`config.mk`:
```
export PLATFORM = sky130hd
export DESIGN_NAME = timer_regressivo_flat
export DESIGN_NICKNAME = d
export VERILOG_FILES = /design/src/rtl/timer_regressivo_if.sv /design/src/rtl/timer_regressivo.sv /design/src/flat_wrapper.sv
export SDC_FILE = /design/constraint.sdc
export NUM_CORES = 1
export LEC_CHECK = 0
export ABC_AREA = 0
export BUFFER_PORTS_ARGS = -buffer_cell sky130_fd_sc_hd__buf_4
export CAP_MARGIN = 30
export CORE_MARGIN = 5
export CORE_UTILIZATION = 45
export DETAILED_ROUTE_END_ITERATION = 16
export PLACE_DENSITY_LB_ADDON = 0.3
export SLEW_MARGIN = 30
export SYNTH_ARGS = -nofsm -noshare
export SYNTH_HDL_FRONTEND = slang
export SYNTH_SLANG_ARGS = --single-unit
export TNS_END_PERCENT = 10
```
`constraint.sdc`:
```
create_clock -name clkin -period 2.68 [get_ports clkin]
set_input_delay 0.134 -clock clkin [delete_from_list [all_inputs] [get_ports clkin]]
set_output_delay 0.134 -clock clkin [all_outputs]
set_load 0.005 [all_outputs]
```
`src/rtl/timer_regressivo_if.sv`:
```
// Button/preset inputs and display/status outputs of the countdown timer.
// The master drives the buttons and preset; the timer is the slave.
interface timer_regressivo_if;
    logic        start_n;
    logic        load_n;
    logic [15:0] preset;
    logic [6:0]  disp1;
    logic [6:0]  disp2;
    logic [6:0]  disp3;
    logic [6:0]  disp4;
    logic        running;
    logic        alarm;

    modport master (
        output start_n, load_n, preset,
        input  disp1, disp2, disp3, disp4, running, alarm
    );

    modport slave (
        input  start_n, load_n, preset,
        output disp1, disp2, disp3, disp4, running, alarm
    );
endinterface

```
`src/rtl/timer_regressivo.sv`:
```
// MM:SS countdown timer with sampled-button debounce, BCD preset clamp and latched alarm.
// Segment outputs are active-high {g,f,e,d,c,b,a}.
module timer_regressivo #(
    parameter int TICKS_PER_SEC  = 5000,
    parameter int DEBOUNCE_TICKS = 2500
) (
    input  logic               clkin,
    input  logic               reset,
    timer_regressivo_if.slave  bus
);

    localparam int PW = (TICKS_PER_SEC > 1) ? $clog2(TICKS_PER_SEC) : 1;
    localparam int DW = (DEBOUNCE_TICKS > 1) ? $clog2(DEBOUNCE_TICKS) : 1;
    localparam logic [PW-1:0] PRESC_TC = PW'(TICKS_PER_SEC - 1);
    localparam logic [DW-1:0] DB_TC    = DW'(DEBOUNCE_TICKS - 1);

    typedef enum logic [1:0] {IDLE, RUN, PAUSE, ALARM} state_e;

    typedef struct packed {
        logic [3:0] dm;
        logic [3:0] um;
        logic [3:0] ds;
        logic [3:0] us;
    } digits_t;

    state_e        state_q, state_d;
    digits_t       digits_q, digits_d;
    logic [PW-1:0] presc_q, presc_d;
    logic [DW-1:0] db_cnt_q;
    logic          start_s_q, load_s_q;
    logic          running_q, alarm_q;

    logic          db_tc;
    logic          start_ev;
    logic          load_ev;
    digits_t       preset_clamped;
    digits_t       digits_dec;

    function automatic digits_t clamp_preset(logic [15:0] p);
        digits_t r;
        r.dm = (p[15:12] > 4'd5) ? 4'd5 : p[15:12];
        r.um = (p[11:8]  > 4'd9) ? 4'd9 : p[11:8];
        r.ds = (p[7:4]   > 4'd5) ? 4'd5 : p[7:4];
        r.us = (p[3:0]   > 4'd9) ? 4'd9 : p[3:0];
        return r;
    endfunction

    // One-second BCD decrement; a zero digit wraps to its maximum and borrows upward.
    function automatic digits_t bcd_dec(digits_t d);
        digits_t r;
        r = d;
        if (d.us != 4'd0) begin
            r.us = d.us - 4'd1;
        end else begin
            r.us = 4'd9;
            if (d.ds != 4'd0) begin
                r.ds = d.ds - 4'd1;
            end else begin
                r.ds = 4'd5;
                if (d.um != 4'd0) begin
                    r.um = d.um - 4'd1;
                end else begin
                    r.um = 4'd9;
                    r.dm = d.dm - 4'd1;
                end
            end
        end
        return r;
    endfunction

    function automatic logic [6:0] sevenseg(logic [3:0] v);
        logic [6:0] s;
        case (v)
            4'd0:    s = 7'h3F;
            4'd1:    s = 7'h06;
            4'd2:    s = 7'h5B;
            4'd3:    s = 7'h4F;
            4'd4:    s = 7'h66;
            4'd5:    s = 7'h6D;
            4'd6:    s = 7'h7D;
            4'd7:    s = 7'h07;
            4'd8:    s = 7'h7F;
            4'd9:    s = 7'h6F;
            default: s = 7'h00;
        endcase
        return s;
    endfunction

    // NOTE: sequential state uses non-blocking (<=) so every register samples pre-edge values.
    always_ff @(posedge clkin or posedge reset) begin
        if (reset) begin
            db_cnt_q  <= '0;
            start_s_q <= 1'b1;
            load_s_q  <= 1'b1;
        end else if (db_tc) begin
            db_cnt_q  <= '0;
            start_s_q <= bus.start_n;
            load_s_q  <= bus.load_n;
        end else begin
            db_cnt_q  <= db_cnt_q + DW'(1);
        end
    end

    // Press events fire on the sample cycle itself; load wins over a simultaneous start.
    assign db_tc    = (db_cnt_q == DB_TC);
    assign load_ev  = db_tc & load_s_q & ~bus.load_n;
    assign start_ev = db_tc & start_s_q & ~bus.start_n & ~load_ev;

    assign preset_clamped = clamp_preset(bus.preset);
    assign digits_dec     = bcd_dec(digits_q);

    always_comb begin
        // NOTE: every output gets a default first so no path leaves it unassigned (no latch).
        state_d  = state_q;
        digits_d = digits_q;
        presc_d  = presc_q;
        case (state_q)
            IDLE: begin
                if (load_ev) begin
                    digits_d = preset_clamped;
                    presc_d  = '0;
                end else if (start_ev && (digits_q != '0)) begin
                    state_d = RUN;
                end
            end
            RUN: begin
                if (start_ev) begin
                    state_d = PAUSE;
                end else if (presc_q == PRESC_TC) begin
                    presc_d  = '0;
                    digits_d = digits_dec;
                    if (digits_dec == '0) state_d = ALARM;
                end else begin
                    presc_d = presc_q + PW'(1);
                end
            end
            PAUSE, ALARM: begin
                if (load_ev) begin
                    digits_d = preset_clamped;
                    presc_d  = '0;
                    state_d  = IDLE;
                end else if (start_ev) begin
                    state_d = (state_q == PAUSE) ? RUN : IDLE;
                end
            end
            default: state_d = IDLE;
        endcase
    end

    always_ff @(posedge clkin or posedge reset) begin
        if (reset) begin
            state_q   <= IDLE;
            digits_q  <= '0;
            presc_q   <= '0;
            running_q <= 1'b0;
            alarm_q   <= 1'b0;
        end else begin
            state_q   <= state_d;
            digits_q  <= digits_d;
            presc_q   <= presc_d;
            running_q <= (state_d == RUN);
            alarm_q   <= (state_d == ALARM);
        end
    end

    assign bus.disp1   = sevenseg(digits_q.us);
    assign bus.disp2   = sevenseg(digits_q.ds);
    assign bus.disp3   = sevenseg(digits_q.um);
    assign bus.disp4   = sevenseg(digits_q.dm);
    assign bus.running = running_q;
    assign bus.alarm   = alarm_q;

endmodule

```
`src/flat_wrapper.sv`:
```
// flat-port wrapper written by rule: the top's interface ports become plain ports
module timer_regressivo_flat 
#(
    parameter int TICKS_PER_SEC  = 5000,
    parameter int DEBOUNCE_TICKS = 2500
)
  (clkin, reset, bus_start_n, bus_load_n, bus_preset, bus_disp1, bus_disp2, bus_disp3, bus_disp4, bus_running, bus_alarm);
  timer_regressivo_if bus_i ();
  input  logic clkin;
  input  logic reset;
  input wire logic [$bits(bus_i.start_n)-1:0] bus_start_n;
  input wire logic [$bits(bus_i.load_n)-1:0] bus_load_n;
  input wire logic [$bits(bus_i.preset)-1:0] bus_preset;
  output wire logic [$bits(bus_i.disp1)-1:0] bus_disp1;
  output wire logic [$bits(bus_i.disp2)-1:0] bus_disp2;
  output wire logic [$bits(bus_i.disp3)-1:0] bus_disp3;
  output wire logic [$bits(bus_i.disp4)-1:0] bus_disp4;
  output wire logic [$bits(bus_i.running)-1:0] bus_running;
  output wire logic [$bits(bus_i.alarm)-1:0] bus_alarm;
  assign bus_i.start_n = bus_start_n;
  assign bus_i.load_n = bus_load_n;
  assign bus_i.preset = bus_preset;
  assign bus_disp1 = bus_i.disp1;
  assign bus_disp2 = bus_i.disp2;
  assign bus_disp3 = bus_i.disp3;
  assign bus_disp4 = bus_i.disp4;
  assign bus_running = bus_i.running;
  assign bus_alarm = bus_i.alarm;
  timer_regressivo #(.TICKS_PER_SEC(TICKS_PER_SEC), .DEBOUNCE_TICKS(DEBOUNCE_TICKS)) u_core (.clkin(clkin), .reset(reset), .bus(bus_i));
endmodule
```
; ---- Word-level counts from Yosys, hierarchy flattened
; Memories as Yosys holds them, arrays and structs flattened.
; Index checks and enable logic that the tools add are counted.
[word_totals]
regBits = 47
romBits = 448
in_bits = 20
out_inout_bits = 30
n_memories = 4
[classes]
n_addsub = 6
order_cmp = 4
n_eq_ne = 10
n_mux = 28
bitwise = 8
n_reduce_logical = 11
[memory_table]
columns = memory, words, word_bits, rd, rd_clocked_by_memory_dff, wr, line_no
row1 = (no name shown), 16, 7, 1, 0, 0, timer_regressivo.sv:73  ; case (v)
row2 = (no name shown), 16, 7, 1, 0, 0, timer_regressivo.sv:73
row3 = (no name shown), 16, 7, 1, 0, 0, timer_regressivo.sv:73
row4 = (no name shown), 16, 7, 1, 0, 0, timer_regressivo.sv:73
[op_table]
columns = cell, count
row1 = 16-bit 2-to-1 mux, 3
row2 = 13-bit 2-to-1 mux, 3
row3 = 4-bit 2-to-1 mux, 8
row4 = 16-bit one-hot mux with 2 select lines, 1
row5 = 13-bit one-hot mux with 2 select lines, 1
row6 = 12-bit 2-to-1 mux, 2
row7 = 16-bit logical NOT, 1
row8 = 16-bit nonzero test, 1
row9 = 4-bit by 1-bit subtractor with 4-bit output (second input constant), 4
row10 = 2-bit 2-to-1 mux, 7
row11 = 13-bit by 1-bit adder with 13-bit output (second input constant), 1
row12 = 13-bit == test (second input constant), 1
row13 = 12-bit by 1-bit adder with 12-bit output (second input constant), 1
row14 = 12-bit == test (second input constant), 1
row15 = 4-bit nonzero test, 3
row16 = 4-bit by 3-bit > comparator with 1-bit output (second input constant), 2
row17 = 4-bit > comparator (second input constant), 2
row18 = 8-bit 2-to-1 mux, 1
row19 = 2-bit == test (second input constant), 3
row20 = 2-bit one-hot mux with 3 select lines, 1
row21 = 1-bit AND, 5
row22 = 2-bit by 1-bit == test with 1-bit output (second input constant), 2
row23 = 2-bit by 1-bit != test with 1-bit output (second input constant), 2
row24 = 1-bit NOT, 3
row25 = other kinds (8), 8

; ---- Depth between registers and ports, before layout
; Gate-level depths: netlist of run 1.
[depth]
depth_word = 10
depth_mapped = 9

; ---- Worst setup path after synthesis of run 1
; No wires, ideal clock.
[synth_path]
path_type = register -> register
start = reg u_core.digits_q[5] (netlist name)
end = reg u_core.running_q, in the netlist u_core.bus.running
setup_ps = 125
arrival_ps = 2408
t_required_ps = 2555
setup_slack_ps = 147
path_stages_with_launch = 9
cell_sequence = dfrtp_1 > inv_1 > ha_1 > or3b_2 > nor2_2 > o32ai_1 > nor4b_1 > a21oi_1 > mux2_2
[synth_via]
elab_chain_len = 9
word_cells_on_any_way = 15
classes_between = add/sub (1) / eq/ne (1) / mux (9) / reduce/logical (4)
[synth_lines]
columns = item, line_no
row1 = start: declaration, timer_regressivo.sv:27  ; digits_t digits_q, digits_d;
row2 = start signal: assignment, timer_regressivo.sv:159  ; digits_q <= digits_d;
row3 = 4-bit by 1-bit subtractor with 4-bit output or 4-bit nonzero test (tied branches), "timer_regressivo.sv:57, timer_regressivo.sv:56"
row4 = 4-bit 2-to-1 mux or 8-bit 2-to-1 mux (tied branches), timer_regressivo.sv:56  ; if (d.ds != 4'd0) begin
row5 = 12-bit 2-to-1 mux, timer_regressivo.sv:52  ; if (d.us != 4'd0) begin
row6 = 16-bit logical NOT, timer_regressivo.sv:132  ; if (digits_dec == '0) state_d = ALARM;
row7 = 2-bit 2-to-1 mux, timer_regressivo.sv:132
row8 = 2-bit 2-to-1 mux, timer_regressivo.sv:129  ; end else if (presc_q == PRESC_TC) begin
row9 = 2-bit 2-to-1 mux, timer_regressivo.sv:127  ; if (start_ev) begin
row10 = 2-bit one-hot mux with 3 select lines *, timer_regressivo.sv:117  ; case (state_q)
row11 = 2-bit by 1-bit == test with 1-bit output *, timer_regressivo.sv:161  ; running_q <= (state_d == RUN);
row12 = end signal: assignment, timer_regressivo.sv:161
row13 = end: declaration, timer_regressivo.sv:31  ; logic running_q, alarm_q;
; Mark *: on every way between the ends. The rest lies on a longest branch, timed or not.
; A chain may end at the register's enable or synchronous reset.

; ---- Worst setup path in the final report of run 1
[layout_path]
start = reg u_core.digits_q[8] (netlist name)
end = reg u_core.alarm_q, in the netlist u_core.bus.alarm
[layout_via]
elab_chain_len = 10
word_cells_on_any_way = 16
classes_between = add/sub (1) / eq/ne (1) / mux (10) / reduce/logical (4)
[layout_lines]
columns = item, line_no
row1 = 4-bit by 1-bit subtractor with 4-bit output or 4-bit nonzero test (tied branches), "timer_regressivo.sv:61, timer_regressivo.sv:60"
row2 = 4-bit 2-to-1 mux, timer_regressivo.sv:60  ; if (d.um != 4'd0) begin
row3 = 8-bit 2-to-1 mux, timer_regressivo.sv:56
row4 = 12-bit 2-to-1 mux, timer_regressivo.sv:52
row5 = 16-bit logical NOT, timer_regressivo.sv:132
row6 = 2-bit 2-to-1 mux, timer_regressivo.sv:132
row7 = 2-bit 2-to-1 mux, timer_regressivo.sv:129
row8 = 2-bit 2-to-1 mux, timer_regressivo.sv:127
row9 = 2-bit one-hot mux with 3 select lines *, timer_regressivo.sv:117
row10 = 2-bit == test *, timer_regressivo.sv:162  ; alarm_q <= (state_d == ALARM);
row11 = end signal: assignment, timer_regressivo.sv:162
row12 = end: declaration, timer_regressivo.sv:31
; Marks and branches as above.

==> summary.md, run 1 <==
| Metric | Value |
|---|---|
| CP Data Required Time | `around 3 ns` |
| HP Class | `in2reg` |
| Slew headroom | `0.609` |
| Area growth, synth to finish | `21.8%` |
| Worst path max stage delay | `between 0.5 and 0.6 ns` |
| Max-Cap Viols | `0` |
| Clock Skew | `around 0.0085 ns` |
| Adder-Cell Fraction of Synth Area | `0.0957` |
| Total wire length | `8.59 mm` |
| Initial antenna violation count | `0` |
| Fin. max-slew vios | `0` |
| Cell area after layout | `4300 um^2` |
| Avg Cell Area, Syn | `8.31 um^2` |
| Period utilisation layout | `0.936` |
| Share of layout cells above drive strength 1 | `0.215` |
| Cell taking the most area after synthesis | `dfrtp_1` |
| Routed via count | `about 3,400` |
| DRT Pass-1 Iters | `4` |
| First-pass GRT wire length | `~15 mm` |
| Initial core utilization | `0.459` |
| Sequential fraction of the synthesis area | `0.334` |
| CTS sink cnt | `47` |
| XOR/XNOR share of the synthesized area | `0.0323` |
| Commonest register cell after synthesis | `dfrtp_1` |
| Top-count cell post-synth | `o21ai_0` |
| CTS tree | `done` |
| IO Pins | `50` |
| Gate Count Post-Synth | `425` |
| CP arrival | `2.75 ns` |
| Power Dens Cells | `326 nW/um^2` |
| Total Neg Setup Slack | `0 ns` |
| Min Tclk post-route | `2.51 ns` |
| DP HPWL | `6.55 mm` |
| Core Rows | `32` |
| Yosys top cell area share | `0.319` |
| Initial DRC count | `between 150 and 200` |
| Finish-stage setup viols | `0` |
| Syn Std Cell Area | `3530 um^2` |
| Kind of critical path | `reg2reg` |
| Slew @ Worst Pin | `0.587 ns` |
| Die Span X | `roughly 99 um` |
| FF+latch count, synth | `47` |
| Critical Path Sink Type | `flip-flop` |
| Residual DRC count | `0` |
| Vias in the first global route | `3,228` |
| Hold Vio Cnt, Final | `0` |
| Mux contribution to synthesized area | `0.0152` |
| Grt total ovfl | `0` |
| GPL Wtd Cong | `0.871` |
| CTS buffer count | `5` |
| Final net count | `539` |
| Post-DRT Antenna Nets | `0` |
| Largest net degree at the start of global routing | `48` |
| Synth Area in Simple Gates | `0.238` |
| Area contributors post-synth | `dfrtp_1, ha_1, o21ai_0` |
| Final worst slack | `0.171 ns` |
| Pre-CTS setup slack | `0.0769 ns` |
| Core Region | `7690 um^2` |
| Wire per inst | `14.4 um` |
| Slowest-stage cell, CP | `or3b_2` |
| PortBufs | `49` |
| Htree depth | `2` |
| Clock transition at the registers of the reported paths | `about 0.08 ns` |
| Placed cell area | `4160 um^2` |
| Setup Fix Bufs, Post-CTS | `0` |
| Synth cell types | `63` |
| Async SR Flop Fraction | `1.00` |
| Worst VDD drop | `0.229 mV` |
| Largest family of logic cells by synthesized area | `compound AO/OA/AOI/OAI gates` |
| Max Root-Sink Buffers | `2` |
| Full die area | `9720 um^2` |
| Post-synth top cells | `o21ai_0, nor2_1, dfrtp_1` |
| Filler cells | `702` |
| DR vias/cell | `5.70` |
| Crit path launch type | `flip-flop` |
| Ant. Diodes | `0` |
| Worst Path Max Fanout | `5` |
| Gr usage total | `0.179` |
| Die Span Y | `roughly 99 um` |
| EDFF count, synth | `0` |
| Worst skew pair latency | `roughly 0.3 ns` |
| CP Cell Sequence | `inv_1 > ha_1 > or3b_2 > nor2_1 > o2111ai_1 > a221o_1 > nor4_2 > o211a_1` |
| Fmax | `between 300 and 400 MHz` |
| Static Leak | `0.00190 uW` |
| Clk root buf | `clkbuf_8` |
| Outcome | `finished clean` |
| Syn nets | `472` |
| Yosys warns | `0` |
| RSZ-0062 raised after global routing | `false` |
| Synth Area in Compound Gates | `0.242` |
==> logic make-up (layout without fill, tap and decap cells) <==
group	count (synthesis)	count (layout)
and+or+nand+nor	159	159
adders and majority gates	27	27
DFF	47	47
AOI/OAI and AO/OA	136	136
muxes	5	5
xor gates and xnor gates	13	13
buffers and inverters	38	106
==> layer usage <==
layer,GRT usage,vias to the layer above,part of all wire
li1,-,1678,-
met2,0.301,75,0.49
met3,0.0311,11,0.042
met1,0.236,1628,0.45
met5,0,-,0
met4,0.0525,0,0.015
==> report_power, final <==
group	total, uW	internal [uW]	switching (uW)
logic	205	99.2	106
registers	726	716	9.46
clock network	469	236	233
total	1400	1050	348
==> cells in the final DEF, fill, tap and decap left out, drive strengths merged, types with 5 or more instances in the layout <==
cell type / n
o22ai: 8
xnor2: 9
clkbuf: 8
a211oi: 7
o21ai: 50
nor2b: 7
nor2: 49
dfrtp: 45
buf: 76
inv: 19
nor3: 10
a21oi: 28
nand2b: 9
nand2: 35
o31ai: 5
nand3: 13
and3: 6
nor4: 6
ha: 27
a31oi: 8
==> area by class of cell <==
class | count | area (um^2) | area share
repair buffers | 77 | 581 | 0.135
clock buffers | 8 | 100 | 0.0233
inverters | 21 | 81.3 | 0.0189
flip-flops and latches | 47 | 1180 | 0.274
well taps | 102 | 128 | 0.0297
multi-input cells | 340 | 2230 | 0.519
==> metrics by stage <==
step                      instances  hold WS (ns)   util  power [uW]
after floorplan                 425         0.286      -         841
after global placement          586         0.383  0.540         940
after detailed placement        586         0.256  0.541         944
after CTS                       595        0.0692  0.555        1420
after global routing            595        0.0755  0.559        1470
final                           595        0.0809  0.559        1400
==> state kept, by name (all words and copies together) (netlist names) <==
| name | count |
|---|---|
| u_core.digits_q | 16 |
| u_core.presc_q | 13 |
| u_core.db_cnt_q | 12 |
| u_core.state_q | 2 |
| u_core.bus.alarm | 1 |
| u_core.bus.running | 1 |
| u_core.load_s_q | 1 |
| u_core.start_s_q | 1 |
==> what timing repair did <==
| action | in CTS | in global routing |
|---|---|---|
| hold buffers | 1 | 0 |
| hold endpoints to repair | 45 | 0 |
| endpoints found under the setup margin | 0 | 10 |
| gates resized for setup | 0 | 7 |
==> path summary, 6_finish.rpt <==
path	start	end	depth (start not counted)	slack, ns
min in group asynchronous	reset	u_core.presc_q[4]$_DFFE_PP0P_	3	0.47
min	bus_start_n	u_core.start_s_q$_DFFE_PP1N_	2	0.08
max	u_core.digits_q[8]$_DFFE_PP0P_	u_core.bus.alarm$_DFF_PP0_	8	0.17
max reg2reg	u_core.digits_q[8]$_DFFE_PP0P_	u_core.bus.alarm$_DFF_PP0_	8	0.17
min reg2reg	u_core.db_cnt_q[0]$_DFF_PP0_	u_core.db_cnt_q[0]$_DFF_PP0_	1	0.49
max in group asynchronous	reset	u_core.db_cnt_q[2]$_DFF_PP0_	3	1.82
==> critical path: cells and delay by family (launching register included) <==
kind / cells / cell delay, ns
buffers and inverters: 1 / 0.13
adder cells (fa/ha/maj): 1 / 0.26
AO/OA/AOI/OAI: 3 / 0.68
AND/OR/NAND/NOR: 3 / 1.01
flip-flops: 1 / 0.38
Power figures use the tool's default switching activity.
==> run 2: changes to the inputs <==
--- a/config.mk
+++ b/config.mk
@@ -11,7 +11,7 @@
 export CORE_MARGIN = 5
 export CORE_UTILIZATION = 45
 export DETAILED_ROUTE_END_ITERATION = 16
-export PLACE_DENSITY_LB_ADDON = 0.3
+export PLACE_DENSITY_LB_ADDON = 0.12
 export SLEW_MARGIN = 30
 export SYNTH_ARGS = -nofsm -noshare
 export SYNTH_HDL_FRONTEND = slang
==> summary.md, run 2 (synthesis gave the netlist of run 1 again) <==
| Metric | Value |
|---|---|
| CTS buffer count | `5` |
| Cell area after layout | `~4300 um^2` |
| DR vias/cell | `5.66` |
| HP Class | `in2reg` |
| Core Rows | `32` |
| Initial antenna violation count | `0` |
| CTS tree | `done` |
| Initial DRC count | `140` |
| Max Root-Sink Buffers | `2` |
| Placed cell area | `4200 um^2` |
| GPL Wtd Cong | `0.904` |
| Hold Vio Cnt, Final | `0` |
| Full die area | `9720 um^2` |
| Crit path launch type | `flip-flop` |
| Initial core utilization | `0.459` |
| Fmax | `approximately 400 MHz` |
| Worst skew pair latency | `0.30 ns` |
| Slew headroom | `0.608` |
| Worst Path Max Fanout | `14` |
| Clock transition at the registers of the reported paths | `0.09 ns` |
| Max reg flops | `16` |
| DRT Pass-1 Iters | `4` |
| Total wire length | `8.84 mm` |
| Critical Path Sink Type | `flip-flop` |
| CP Data Required Time | `between 2 and 3 ns` |
| Total Neg Setup Slack | `0 ns` |
| Setup Fix Bufs, Post-CTS | `0` |
| Share of layout cells above drive strength 1 | `0.219` |
| Min Tclk post-route | `2.51 ns` |
| Die Span Y | `between 90 and 100 um` |
| Most frequent cells in the layout | `buf_4, o21ai_0, nor2_1, dfrtp_1, nand2_1` |
| Grt total ovfl | `0` |
| Largest net degree at the start of global routing | `48` |
| Residual DRC count | `0` |
| Max-Cap Viols | `0` |
| Core Util, Final | `0.563` |
| Clock Skew | `~0.011 ns` |
| Die Span X | `roughly 100 um` |
| Area growth, synth to finish | `22.7%` |
| PortBufs | `49` |
| Period utilisation layout | `0.935` |
| Core Region | `7690 um^2` |
| Biggest regs | `u_core.digits_q: 16 flops, u_core.presc_q: 13 flops, u_core.db_cnt_q: 12 flops` |
| CTS sink cnt | `47` |
| Kind of critical path | `reg2reg` |
| Static Leak | `between 0.0015 and 0.002 uW` |
| Reg with most FFs | `u_core.digits_q` |
| Post-DRT Antenna Nets | `0` |
| DP HPWL | `just under 7 mm` |
| Wire per inst | `14.8 um` |
| Outcome | `finished clean` |
| Gr usage total | `0.181` |
| Vias in the first global route | `3,205` |
| Clk root buf | `clkbuf_8` |
| Slew @ Worst Pin | `0.587 ns` |
| First-pass GRT wire length | `between 15 and 20 mm` |
| Finish-stage setup viols | `0` |
| Commonest non-fill, non-tap cell in the layout | `buf_4` |
| Fin. max-slew vios | `0` |
| Worst VDD drop | `0.178 mV` |
| Htree depth | `2` |
| Final net count | `between 500 and 600` |
| Power Dens Cells | `319 nW/um^2` |
| Routed via count | `3,392` |
| CP arrival | `2.76 ns` |
| IO Pins | `50` |
| RSZ-0062 raised after global routing | `false` |
| Ant. Diodes | `0` |
==> run 2: changes by cell type in the layout (fill, tap and decap cells not counted), sizes merged <==
cell | before | now
buf | 76 | 80
clkinv | 2 | 3
clkbuf | 8 | 7
==> run 2: final cells by class <==
cell class | count | area (um^2)
multi-input cells | 340 | 2230
clock inverters | 1 | 5.00
flip-flops and latches | 47 | 1180
well taps | 102 | 128
repair buffers | 81 | 623
clock buffers | 7 | 86.3
fillers | 752 | 3360
inverters | 21 | 81.3
==> run 2: repair_timing <==
action / CTS / global route
hold endpoints to repair: 45 / 0
hold buffers: 1 / 0
setup endpoints to repair: 0 / 15
gates resized for setup: 0 / 6
==> run 2: where the power goes <==
group / total [uW] / leakage (uW) / switching, uW / internal (uW)
combinational: 211 / 0.00128 / 109 / 103
clock: 445 / 0.0000482 / 236 / 208
sequential: 724 / 0.000583 / 7.99 / 716
==> run 2: worst paths after layout <==
| check | start | to | slack [ns] | cells after the start |
|---|---|---|---|---|
| worst max-delay path | u_core.presc_q[0]$_DFFE_PP0P_ | u_core.digits_q[0]$_DFFE_PP0P_ | 0.17 | 8 |
| worst max register to register | u_core.presc_q[0]$_DFFE_PP0P_ | u_core.digits_q[0]$_DFFE_PP0P_ | 0.17 | 8 |
| max in group asynchronous | reset | u_core.db_cnt_q[2]$_DFF_PP0_ | 1.82 | 3 |
| worst min-delay path | bus_start_n | u_core.start_s_q$_DFFE_PP1N_ | 0.07 | 2 |
| min in group asynchronous | reset | u_core.presc_q[5]$_DFFE_PP0P_ | 0.47 | 3 |
| worst min register to register | u_core.db_cnt_q[0]$_DFF_PP0_ | u_core.db_cnt_q[0]$_DFF_PP0_ | 0.49 | 1 |
==> run 2: worst max-delay path, cell delays in order, from the launching register on <==
cell      delay [ns]
dfrtp_1         0.40
ha_1            0.23
or4bb_1         0.54
nor4_2          0.33
nor2_1          0.08
or2_1           0.35
buf_12          0.19
a221oi_1        0.22
a21o_1          0.12
==> run 2: through the flow <==
step / power [uW] / setup WS (ns) / hold WS, ns / cells
floorplan: 841 / 0.147 / 0.286 / 425
global placement: 947 / 0.200 / 0.378 / 590
detailed placement: 948 / 0.0756 / 0.255 / 590
CTS: 1400 / 0.0601 / 0.0589 / 599
global route: 1450 / 0.0211 / 0.0621 / 599
finish: 1380 / 0.174 / 0.0693 / 599
==> run 2: metal layers <==
| layer | vias to the layer above | global-route usage | routed length (um) |
|---|---|---|---|
| met4 | 0 | 0.0504 | 130 |
| met3 | 13 | 0.0304 | 403 |
| met5 | - | 0 | 0 |
| li1 | 1696 | - | - |
| met2 | 80 | 0.299 | 4200 |
| met1 | 1603 | 0.246 | 4110 |
